==> config.mk <==
export PLATFORM = sky130hd
export DESIGN_NAME = dpe_demultiplexer_flat
export DESIGN_NICKNAME = d
export VERILOG_FILES = /design/src/rtl/dpe_demultiplexer_if.sv /design/src/rtl/dpe_demultiplexer.sv /design/src/flat_wrapper.sv
export SDC_FILE = /design/constraint.sdc
export NUM_CORES = 1
export LEC_CHECK = 0
export BUFFER_PORTS_ARGS = -buffer_cell sky130_fd_sc_hd__clkbuf_2
export CAP_MARGIN = 20
export CORE_AREA = 2 2 367 369
export CTS_CLUSTER_SIZE = 12
export DETAILED_ROUTE_END_ITERATION = 10
export DIE_AREA = 0 0 369 371
export PLACE_DENSITY = 0.66
export SETUP_SLACK_MARGIN = 0.5
export SLEW_MARGIN = 20
export SYNTH_ARGS = -nofsm -noshare
export SYNTH_HDL_FRONTEND = slang
export SYNTH_SLANG_ARGS = --single-unit
export TNS_END_PERCENT = 20
==> constraint.sdc <==
create_clock -name clk -period 17.9 [get_ports clk]
set_input_delay 1.79 -clock clk [delete_from_list [all_inputs] [get_ports clk]]
set_output_delay 1.79 -clock clk [all_outputs]
set_load 0.01 [all_outputs]
==> src/rtl/dpe_demultiplexer_if.sv <==
// AXI-Stream bundle shared by the DPE multiplexer/demultiplexer stages.
// Provides a master (m_axis) and a slave (s_axis) view of one stream.
interface dpe_if #(
  parameter int TDATA_WIDTH = 128,
  parameter int TUSER_WIDTH = 5
);
  localparam int TKEEP_WIDTH = (TDATA_WIDTH + 7) / 8;

  logic                   tvalid;
  logic                   tready;
  logic [TDATA_WIDTH-1:0] tdata;
  logic [TKEEP_WIDTH-1:0] tkeep;
  logic                   tlast;
  logic [TUSER_WIDTH-1:0] tuser;

  modport m_axis (
    output tvalid, tdata, tkeep, tlast, tuser,
    input  tready
  );

  modport s_axis (
    input  tvalid, tdata, tkeep, tlast, tuser,
    output tready
  );
endinterface

==> src/rtl/dpe_demultiplexer.sv <==
// Steers whole packets from one merged AXI-Stream to five egress streams,
// selected by a one-hot tuser on the head beat; illegal heads are dropped.
module dpe_demultiplexer #(
  parameter int TDATA_WIDTH = 128,
  parameter int TUSER_WIDTH = 5
) (
  input  logic        clk,
  input  logic        rst,
  input  logic        pause,
  output logic        is_idle,
  output logic [15:0] drop_cnt,
  dpe_if.s_axis       inp,
  dpe_if.m_axis       outp0,
  dpe_if.m_axis       outp1,
  dpe_if.m_axis       outp2,
  dpe_if.m_axis       outp3,
  dpe_if.m_axis       outp4
);

  localparam int NPORT  = 5;
  localparam int KEEP_W = (TDATA_WIDTH + 7) / 8;
  localparam int BEAT_W = TDATA_WIDTH + KEEP_W + 1 + TUSER_WIDTH;

  typedef enum logic [1:0] {IDLE, HEAD, FWD, DROP} state_t;

  function automatic logic is_onehot(input logic [TUSER_WIDTH-1:0] u);
    return (u != '0) && ((u & (u - 1'b1)) == '0);
  endfunction

  function automatic logic [2:0] oh_to_idx(input logic [TUSER_WIDTH-1:0] u);
    logic [2:0] idx;
    idx = '0;
    for (int i = 0; i < NPORT; i++) begin
      if (u[i]) idx = 3'(i);
    end
    return idx;
  endfunction

  function automatic logic [TUSER_WIDTH-1:0] idx_to_oh(input logic [2:0] idx);
    return TUSER_WIDTH'(1) << idx;
  endfunction

  function automatic logic [15:0] sat_inc(input logic [15:0] c);
    return (c == 16'hFFFF) ? c : c + 16'd1;
  endfunction

  state_t                 state;
  logic [2:0]             sel;
  logic                   legal;
  logic [2:0]             head_idx;
  logic [2:0]             tgt;
  logic                   route_vld;
  logic                   in_rdy;
  logic                   hs;
  logic [TUSER_WIDTH-1:0] route_oh;
  logic [BEAT_W-1:0]      beat_p0;
  logic [NPORT-1:0]       s_vld;
  logic [NPORT-1:0]       s_rdy;
  logic [NPORT-1:0]       m_rdy;
  logic [NPORT-1:0]       egr_vld;
  logic [BEAT_W-1:0]      egr_beat [NPORT];

  // Stage p0: ingress decode and routing toward the selected egress
  always_comb begin
    legal     = is_onehot(inp.tuser);
    head_idx  = oh_to_idx(inp.tuser);
    tgt       = sel;
    route_oh  = idx_to_oh(sel);
    route_vld = 1'b0;
    in_rdy    = 1'b0;
    case (state)
      HEAD: begin
        tgt       = head_idx;
        route_oh  = inp.tuser;
        route_vld = inp.tvalid & legal;
        if (inp.tvalid) in_rdy = legal ? s_rdy[head_idx] : 1'b1;
      end
      FWD: begin
        route_vld = inp.tvalid;
        in_rdy    = s_rdy[sel];
      end
      DROP:    in_rdy = 1'b1;
      default: in_rdy = 1'b0;
    endcase
    if (rst) begin
      in_rdy    = 1'b0;
      route_vld = 1'b0;
    end
  end

  assign inp.tready = in_rdy;
  assign hs         = inp.tvalid & in_rdy;
  assign beat_p0    = {inp.tdata, inp.tkeep, inp.tlast, route_oh};
  assign s_vld      = route_vld ? NPORT'(idx_to_oh(tgt)) : '0;
  assign is_idle    = (state == IDLE) && (egr_vld == '0);

  always_ff @(posedge clk) begin
    if (rst) begin
      state    <= IDLE;
      sel      <= '0;
      drop_cnt <= '0;
    end else begin
      case (state)
        IDLE: if (!pause) state <= HEAD;
        HEAD: begin
          if (!inp.tvalid) begin
            if (pause) state <= IDLE;
          end else if (legal) begin
            if (hs) begin
              sel   <= head_idx;
              state <= !inp.tlast ? FWD : (pause ? IDLE : HEAD);
            end
          end else if (inp.tlast) begin
            drop_cnt <= sat_inc(drop_cnt);
            state    <= pause ? IDLE : HEAD;
          end else begin
            state <= DROP;
          end
        end
        FWD: if (hs && inp.tlast) state <= pause ? IDLE : HEAD;
        DROP: begin
          if (hs && inp.tlast) begin
            drop_cnt <= sat_inc(drop_cnt);
            state    <= pause ? IDLE : HEAD;
          end
        end
        default: state <= IDLE;
      endcase
    end
  end

  // Stage p1: per-egress two-entry skid register (main + skid slot)
  for (genvar k = 0; k < NPORT; k++) begin : g_egress
    logic              vld_p1;
    logic              skd_vld_p1;
    logic [BEAT_W-1:0] beat_p1;
    logic [BEAT_W-1:0] skd_p1;
    logic              m_xfer;
    logic              s_xfer;

    assign s_rdy[k] = ~skd_vld_p1;
    assign m_xfer   = vld_p1 & m_rdy[k];
    assign s_xfer   = s_vld[k] & s_rdy[k];

    always_ff @(posedge clk) begin
      if (rst) begin
        vld_p1     <= 1'b0;
        skd_vld_p1 <= 1'b0;
      end else if (skd_vld_p1) begin
        if (m_xfer) skd_vld_p1 <= 1'b0;
      end else if (s_xfer) begin
        if (vld_p1 && !m_xfer) skd_vld_p1 <= 1'b1;
        else                   vld_p1     <= 1'b1;
      end else if (m_xfer) begin
        vld_p1 <= 1'b0;
      end
    end

    always_ff @(posedge clk) begin
      if (skd_vld_p1) begin
        if (m_xfer) beat_p1 <= skd_p1;
      end else if (s_xfer) begin
        if (vld_p1 && !m_xfer) skd_p1  <= beat_p0;
        else                   beat_p1 <= beat_p0;
      end
    end

    assign egr_vld[k]  = vld_p1;
    assign egr_beat[k] = beat_p1;
  end

  assign outp0.tvalid = egr_vld[0];
  assign outp1.tvalid = egr_vld[1];
  assign outp2.tvalid = egr_vld[2];
  assign outp3.tvalid = egr_vld[3];
  assign outp4.tvalid = egr_vld[4];

  assign {outp0.tdata, outp0.tkeep, outp0.tlast, outp0.tuser} = egr_beat[0];
  assign {outp1.tdata, outp1.tkeep, outp1.tlast, outp1.tuser} = egr_beat[1];
  assign {outp2.tdata, outp2.tkeep, outp2.tlast, outp2.tuser} = egr_beat[2];
  assign {outp3.tdata, outp3.tkeep, outp3.tlast, outp3.tuser} = egr_beat[3];
  assign {outp4.tdata, outp4.tkeep, outp4.tlast, outp4.tuser} = egr_beat[4];

  assign m_rdy = {outp4.tready, outp3.tready, outp2.tready, outp1.tready, outp0.tready};

endmodule

==> src/flat_wrapper.sv <==
// flat-port wrapper written by rule: the top's interface ports become plain ports
module dpe_demultiplexer_flat 
#(
  parameter int TDATA_WIDTH = 128,
  parameter int TUSER_WIDTH = 5
)
  (clk, rst, pause, is_idle, drop_cnt, inp_tvalid, inp_tdata, inp_tkeep, inp_tlast, inp_tuser, inp_tready, outp0_tvalid, outp0_tdata, outp0_tkeep, outp0_tlast, outp0_tuser, outp0_tready, outp1_tvalid, outp1_tdata, outp1_tkeep, outp1_tlast, outp1_tuser, outp1_tready, outp2_tvalid, outp2_tdata, outp2_tkeep, outp2_tlast, outp2_tuser, outp2_tready, outp3_tvalid, outp3_tdata, outp3_tkeep, outp3_tlast, outp3_tuser, outp3_tready, outp4_tvalid, outp4_tdata, outp4_tkeep, outp4_tlast, outp4_tuser, outp4_tready);
  dpe_if #(.TDATA_WIDTH(TDATA_WIDTH), .TUSER_WIDTH(TUSER_WIDTH)) inp_i ();
  dpe_if #(.TDATA_WIDTH(TDATA_WIDTH), .TUSER_WIDTH(TUSER_WIDTH)) outp0_i ();
  dpe_if #(.TDATA_WIDTH(TDATA_WIDTH), .TUSER_WIDTH(TUSER_WIDTH)) outp1_i ();
  dpe_if #(.TDATA_WIDTH(TDATA_WIDTH), .TUSER_WIDTH(TUSER_WIDTH)) outp2_i ();
  dpe_if #(.TDATA_WIDTH(TDATA_WIDTH), .TUSER_WIDTH(TUSER_WIDTH)) outp3_i ();
  dpe_if #(.TDATA_WIDTH(TDATA_WIDTH), .TUSER_WIDTH(TUSER_WIDTH)) outp4_i ();
  input  logic clk;
  input  logic rst;
  input  logic pause;
  output logic is_idle;
  output logic [15:0] drop_cnt;
  input wire logic [$bits(inp_i.tvalid)-1:0] inp_tvalid;
  input wire logic [$bits(inp_i.tdata)-1:0] inp_tdata;
  input wire logic [$bits(inp_i.tkeep)-1:0] inp_tkeep;
  input wire logic [$bits(inp_i.tlast)-1:0] inp_tlast;
  input wire logic [$bits(inp_i.tuser)-1:0] inp_tuser;
  output wire logic [$bits(inp_i.tready)-1:0] inp_tready;
  output wire logic [$bits(outp0_i.tvalid)-1:0] outp0_tvalid;
  output wire logic [$bits(outp0_i.tdata)-1:0] outp0_tdata;
  output wire logic [$bits(outp0_i.tkeep)-1:0] outp0_tkeep;
  output wire logic [$bits(outp0_i.tlast)-1:0] outp0_tlast;
  output wire logic [$bits(outp0_i.tuser)-1:0] outp0_tuser;
  input wire logic [$bits(outp0_i.tready)-1:0] outp0_tready;
  output wire logic [$bits(outp1_i.tvalid)-1:0] outp1_tvalid;
  output wire logic [$bits(outp1_i.tdata)-1:0] outp1_tdata;
  output wire logic [$bits(outp1_i.tkeep)-1:0] outp1_tkeep;
  output wire logic [$bits(outp1_i.tlast)-1:0] outp1_tlast;
  output wire logic [$bits(outp1_i.tuser)-1:0] outp1_tuser;
  input wire logic [$bits(outp1_i.tready)-1:0] outp1_tready;
  output wire logic [$bits(outp2_i.tvalid)-1:0] outp2_tvalid;
  output wire logic [$bits(outp2_i.tdata)-1:0] outp2_tdata;
  output wire logic [$bits(outp2_i.tkeep)-1:0] outp2_tkeep;
  output wire logic [$bits(outp2_i.tlast)-1:0] outp2_tlast;
  output wire logic [$bits(outp2_i.tuser)-1:0] outp2_tuser;
  input wire logic [$bits(outp2_i.tready)-1:0] outp2_tready;
  output wire logic [$bits(outp3_i.tvalid)-1:0] outp3_tvalid;
  output wire logic [$bits(outp3_i.tdata)-1:0] outp3_tdata;
  output wire logic [$bits(outp3_i.tkeep)-1:0] outp3_tkeep;
  output wire logic [$bits(outp3_i.tlast)-1:0] outp3_tlast;
  output wire logic [$bits(outp3_i.tuser)-1:0] outp3_tuser;
  input wire logic [$bits(outp3_i.tready)-1:0] outp3_tready;
  output wire logic [$bits(outp4_i.tvalid)-1:0] outp4_tvalid;
  output wire logic [$bits(outp4_i.tdata)-1:0] outp4_tdata;
  output wire logic [$bits(outp4_i.tkeep)-1:0] outp4_tkeep;
  output wire logic [$bits(outp4_i.tlast)-1:0] outp4_tlast;
  output wire logic [$bits(outp4_i.tuser)-1:0] outp4_tuser;
  input wire logic [$bits(outp4_i.tready)-1:0] outp4_tready;
  assign inp_i.tvalid = inp_tvalid;
  assign inp_i.tdata = inp_tdata;
  assign inp_i.tkeep = inp_tkeep;
  assign inp_i.tlast = inp_tlast;
  assign inp_i.tuser = inp_tuser;
  assign inp_tready = inp_i.tready;
  assign outp0_tvalid = outp0_i.tvalid;
  assign outp0_tdata = outp0_i.tdata;
  assign outp0_tkeep = outp0_i.tkeep;
  assign outp0_tlast = outp0_i.tlast;
  assign outp0_tuser = outp0_i.tuser;
  assign outp0_i.tready = outp0_tready;
  assign outp1_tvalid = outp1_i.tvalid;
  assign outp1_tdata = outp1_i.tdata;
  assign outp1_tkeep = outp1_i.tkeep;
  assign outp1_tlast = outp1_i.tlast;
  assign outp1_tuser = outp1_i.tuser;
  assign outp1_i.tready = outp1_tready;
  assign outp2_tvalid = outp2_i.tvalid;
  assign outp2_tdata = outp2_i.tdata;
  assign outp2_tkeep = outp2_i.tkeep;
  assign outp2_tlast = outp2_i.tlast;
  assign outp2_tuser = outp2_i.tuser;
  assign outp2_i.tready = outp2_tready;
  assign outp3_tvalid = outp3_i.tvalid;
  assign outp3_tdata = outp3_i.tdata;
  assign outp3_tkeep = outp3_i.tkeep;
  assign outp3_tlast = outp3_i.tlast;
  assign outp3_tuser = outp3_i.tuser;
  assign outp3_i.tready = outp3_tready;
  assign outp4_tvalid = outp4_i.tvalid;
  assign outp4_tdata = outp4_i.tdata;
  assign outp4_tkeep = outp4_i.tkeep;
  assign outp4_tlast = outp4_i.tlast;
  assign outp4_tuser = outp4_i.tuser;
  assign outp4_i.tready = outp4_tready;
  dpe_demultiplexer #(.TDATA_WIDTH(TDATA_WIDTH), .TUSER_WIDTH(TUSER_WIDTH)) u_core (.clk(clk), .rst(rst), .pause(pause), .is_idle(is_idle), .drop_cnt(drop_cnt), .inp(inp_i), .outp0(outp0_i), .outp1(outp1_i), .outp2(outp2_i), .outp3(outp3_i), .outp4(outp4_i));
endmodule
* Word level (Yosys, flattened, before mapping)
Cells that the tools add are included.
** Storage, ports and cells
- Register bits :: 1531
- Output and inout bits :: 773
** Operators by class
- Reduce and logical (&&, ||, !) cells :: 47
- Bitwise gates (word level) :: 18
- Equal/unequal tests :: 27
- Magnitude comparators :: 2
- Shifts and indexed selects :: 2
- Muxes and demuxes :: 88
- Add/subtract/negate cells :: 2
** Operators by type and width (count)
- two-way mux 150 bit :: 20
- two-way mux 16 bit :: 5
- AND reduction 3 bit :: 15
- two-way mux 1 bit :: 43
- case mux 16 bit (2 select lines) :: 1
- inequality test 2 bit, second input constant :: 14
- nonzero test 2 bit :: 11
- two-way mux 2 bit :: 10
- adder 16 x 1 -> 16 bit, second input constant :: 1
- == test 16 bit, second input constant :: 1
- inequality test 2 x 1 -> 1 bit, second input constant :: 7
- AND 1 bit :: 12
- logical NOT 5 bit :: 2
- two-way mux 5 bit :: 2
- left shift 1 x 3 -> 5 bit, first input constant :: 2
- logical AND 1 bit :: 8
- < comparator 3 x 4 -> 1 bit, second input constant :: 2
- AND reduction 4 bit :: 2
- binary-select mux 1 bit (select 3 bit) :: 2
- two-way mux 3 bit :: 2
- case mux 2 bit (3 select lines) :: 1
- AND 5 bit :: 1
- logical NOT 1 bit :: 5
- inverter 1 bit :: 5
- other kinds (11) :: 12

* Longest topological paths before layout
- Word-level depth :: 15
- Mapped depth :: 9

* Worst setup path before layout
OpenSTA, ideal clock, no wires.
- Path type :: input to register
- Start :: in inp_tuser[2]
- End :: reg u_core.g_egress[4].skd_p1[0], enable pin
- Arrival :: 18.278 ns
- Setup time :: 1.081 ns
- Slack :: -1.459 ns
- Cell stages on the path :: 6
- Required time :: 16.819 ns
- Path buffers :: 1
- Path through :: buf_4 o21a_1 a2111o_2 a21boi_4 o211ai_1 nor4b_1
** Between the ends
- Cells in the longest elaborated chain, start to end :: 10
- Elaborated cells on any way between the ends :: 16
** RTL lines
- from (decl) :: line flat_wrapper.sv:23 : input wire logic [$bits(inp_i.tuser)-1:0] inp_tuser;
- subtractor 5 x 1 -> 5 bit :: line dpe_demultiplexer.sv:27 : return (u != '0) && ((u & (u - 1'b1)) == '0);
- AND 5 bit :: line dpe_demultiplexer.sv:27
- logical NOT 5 bit :: line dpe_demultiplexer.sv:27
- logical AND 1 bit :: line dpe_demultiplexer.sv:27
- AND 1 bit :: line dpe_demultiplexer.sv:75 : route_vld = inp.tvalid & legal;
- case mux 1 bit (2 select lines) :: line dpe_demultiplexer.sv:71 : case (state)
- two-way mux 1 bit :: line dpe_demultiplexer.sv:85 : if (rst) begin
- two-way mux 5 bit (*) :: line dpe_demultiplexer.sv:94 : assign s_vld = route_vld ? NPORT'(idx_to_oh(tgt)) : '0;
- AND 1 bit (*) :: line dpe_demultiplexer.sv:143 : assign s_xfer = s_vld[k] & s_rdy[k];
- AND reduction 3 bit (no source line) (*)
- to (signal assigned) :: line dpe_demultiplexer.sv:163 : if (vld_p1 && !m_xfer) skd_p1 <= beat_p0;
- to (decl) :: line dpe_demultiplexer.sv:137 : logic [BEAT_W-1:0] skd_p1;
Every way passes the cells marked *; elsewhere a longest branch is shown, timed or not.
A chain may end at the register's enable or synchronous reset.

* Final worst setup path
- Start :: reg u_core.g_egress[2].skd_vld_p1
- End :: out inp_tready
** Between the ends
- Cells in the longest elaborated chain, start to end :: 7
- Elaborated cells on any way between the ends :: 9
** RTL lines
- from (decl) :: line dpe_demultiplexer.sv:135 : logic skd_vld_p1;
- from (signal assigned) :: line dpe_demultiplexer.sv:148 : skd_vld_p1 <= 1'b0;
- from (signal assigned) :: line dpe_demultiplexer.sv:150 : if (m_xfer) skd_vld_p1 <= 1'b0;
- from (signal assigned) :: line dpe_demultiplexer.sv:152 : if (vld_p1 && !m_xfer) skd_vld_p1 <= 1'b1;
- inverter 1 bit (*) :: line dpe_demultiplexer.sv:141 : assign s_rdy[k] = ~skd_vld_p1;
- binary-select mux 1 bit (select 3 bit) :: line dpe_demultiplexer.sv:76 : if (inp.tvalid) in_rdy = legal ? s_rdy[head_idx] : 1'b1;
- two-way mux 1 bit (implied by the code) :: line dpe_demultiplexer.sv:76
- two-way mux 1 bit (2 in a row) :: line dpe_demultiplexer.sv:76
- case mux 1 bit (3 select lines) (*) :: line dpe_demultiplexer.sv:71
- two-way mux 1 bit (*) :: line dpe_demultiplexer.sv:85
- to (decl) :: line flat_wrapper.sv:24 : output wire logic [$bits(inp_i.tready)-1:0] inp_tready;
Every way passes the cells marked *; elsewhere a longest branch is shown, timed or not. The select of a mux whose other input is x is not followed.

==> summary.md <==
| Metric | Value |
|---|---|
| Status | finished clean |
| Yosys reg bits | approximately 1.5k |
| CP most frequent cell | buf_4 |
| Share of cells above drive strength 1 | 0.5218 |
| P per Cell Area | roughly 110 nW/um2 |
| Max Slew Vio Count | 0 |
| Clock Skew | ~0.034 ns |
| Synth Instances | between 2k and 3k |
| Syn Nets | around 2.8k |
| Detailed placement HPWL | 93100 um |
| Layout Nets | approximately 3.8k |
| Drt drc | 0 |
| Clock buffer depth | 3 |
| Setup TNS | 0 ns |
| H-tree depth | 4 |
| Most common cell after layout, fill and taps aside | edfxtp_1 |
| Fmax | 177.0 MHz |
| CP Max Fanout | between 50 and 60 |
| Predominant post-synthesis flop cell | edfxtp_1 |
| Area grow syn2layout | 20.83% |
| Crit path buf inv count | 3 |
| RSZ-0062 raised after global routing | false |
| DRT iter0 DRCs | about 2.3k |
| Die footprint | approximately 140000 um2 |
| Final hold violation count | 0 |
| # rows | between 100 and 150 |
| Largest net degree at the start of global routing | approximately 120 |
| WHS | 0.5069 ns |
| Vias in the first global route | roughly 28k |
| Top post-synthesis cells by area | edfxtp_1 80%, mux2_2 15%, dfxtp_1 1.1% |
| Core Region | about 130000 um2 |
| Final Cycle Share | 0.3156 |
| Crit start category | flip-flop |
| Mapped Area | ~56000 um2 |
| CTS tree | built |
| Clock latency on the worst-skew pair | around 0.78 ns |
| Initial Util | 0.4219 |
| 1st-pass router iterations | 5 |
| Chip width | 369 um |
| Routability congestion estimate | between 0.7 and 0.8 |
| Delay-heaviest family, CP | buffers and inverters |
| # clock sinks | between 1.5k and 2k |
| Slowest stage delay, CP | 0.88 ns |
| Worst Path Required | between 15 and 20 ns |
| Largest area contributor in the netlist | edfxtp_1 |
| # setup viols final | 0 |
| Post-synth EDFFs | about 1.5k |
| Synth cell types | 65 |
| Die Ht | between 300 and 400 um |
| GRT Resource Usage Total | 0.2057 |
| Worst Path Arrival | around 3.9 ns |
| GRT overflow | 0 |
| Post-CTS sizing | 0 |
| Crit path kind | flip-flop to primary output |
| Ports | around 930 |
| Worst path cell trace | buf_4, nor3b_1, a2111oi_2, a2bb2oi_2, o21ai_0, buf_4, clkbuf_2 |
| Post-synthesis sequential area ratio | 0.8151 |
| FFs w/ async S/R, synth | 0 |
| Global-route wire length before repair | just over 200000 um |
| Vias/cell | around 5.2 |
| Antenna viol nets, final | 0 |
| Worst vdd ir | 0.08816 mV |
| Worst Hold Class | flip-flop to flip-flop |
| Port Buffers | a little over 900 |
| Clock root cell | clkbuf_16 |
| Postcts setup bufs | 0 |
| Via Count | between 20k and 30k |
| PnR Total Power | just over 7 mW |
| TritonCTS Buffers | about 160 |
| Wire per inst | 26.34 um |
| Slew headroom | 0.2514 |
| Yosys top cell area share | 0.8040 |
| Clk slew on worst S/H paths | about 0.060 ns |
| Tightest Pin Transition | between 1 and 1.5 ns |
| Worst Setup End Kind | primary output |
| Most frequent cells in the layout | 1500 x edfxtp_1, 931 x clkbuf_2, 751 x mux2_2 |
| Total routed wirelength | 144900 um |
| Cts-stage hold buffer count | 0 |
| Initial antenna violation count | 14 |
| Critical path's slowest cell | dfxtp_4 |
| Synth warn | 0 |
| Final critical-path required period | 5.649 ns |
| Leak Pwr | about 23 nW |
| Avg Cell Area, Syn | between 20 and 25 um2 |
| Max_cap viols | 0 |
## registers in the layout (all words and copies together), names as in the netlist
register,cells
u_core.g_egress.beat_p1,750
u_core.g_egress.skd_p1,750
u_core.drop_cnt,16
u_core.g_egress.skd_vld_p1,5
u_core.sel,3
u_core.state,2
u_core.outp0.tvalid,1
u_core.outp1.tvalid,1
u_core.outp2.tvalid,1
u_core.outp3.tvalid,1
u_core.outp4.tvalid,1
## path summary, 6_finish.rpt
path | startpoint | endpoint | slack [ns] | cells after the start
max reg2reg | u_core.state[1] | u_core.g_egress[0].skd_p1[66] | 13.11 | 7
min | u_core.drop_cnt[15] | u_core.drop_cnt[15] | 0.51 | 2
max | u_core.g_egress[2].skd_vld_p1 | inp_tready | 12.25 | 7
min reg2reg | u_core.drop_cnt[15] | u_core.drop_cnt[15] | 0.51 | 2
## worst min-delay path: stages, from the launching register on
cell     delay, ns
dfxtp_1       0.33
o31ai_1       0.07
a21oi_1       0.06
## stage by stage
step	utilization	instance area, um2	cells	worst slack [ns]
after detailed placement	0.4738	62910	5246	11.70
final	0.5098	67700	5502	12.25
after global placement	0.4738	62910	5246	11.79
after global routing	0.5098	67690	5500	11.99
after floorplan	-	56030	2605	3.845
after CTS	0.5097	67680	5498	12.09
## logic make-up after synthesis
group	Yosys count	synth area share
DFF	1531	0.8151
muxes	762	0.1532
buffers and inverters	116	0.008397
and+or+nand+nor	101	0.01088
AOI/OAI and AO/OA	87	0.01079
adders and majority gates	5	0.001117
xor gates and xnor gates	3	0.0006031
## metal layers
| layer | part of all wire | GRT usage | vias to the layer above |
|---|---|---|---|
| met2 | 0.50 | 0.3440 | 1069 |
| met3 | 0.071 | 0.05369 | 230 |
| met1 | 0.40 | 0.2594 | 14990 |
| met5 | 0.00068 | 0 | - |
| met4 | 0.030 | 0.07166 | 16 |
| li1 | - | - | 12520 |
## cell type report
cell class | instances | area (um2)
antenna | 3 | 7.507
clock buffer | 204 | 4254
clock inverter | 48 | 513.0
fill | 10810 | 65090
inverter | 16 | 60.06
multi-input combinational | 958 | 9957
sequential | 1531 | 45680
tap | 1768 | 2212
timing repair buffer | 974 | 5011
## cells in the mapped netlist (all sizes together) (4+ instances only)
cell       n
or4       11
nor4b      4
or3        6
clkbuf    92
nor2      18
o31ai      7
buf        8
nor3       6
and2       5
ha         5
dfxtp     31
a22o       5
a22oi      4
a21oi     26
o21ai     23
edfxtp  1500
inv       16
nor3b      6
mux2     752
mux2i     10
nand4      6
nand2     20
## power breakdown
part	total (mW)	switching, mW	internal, mW
logic	0.190	0.106	0.0842
clock network	3.10	1.33	1.77
registers	3.94	0.00141	3.94
total	7.23	1.44	5.79
Note: power is estimated with default switching activity, not from simulation.
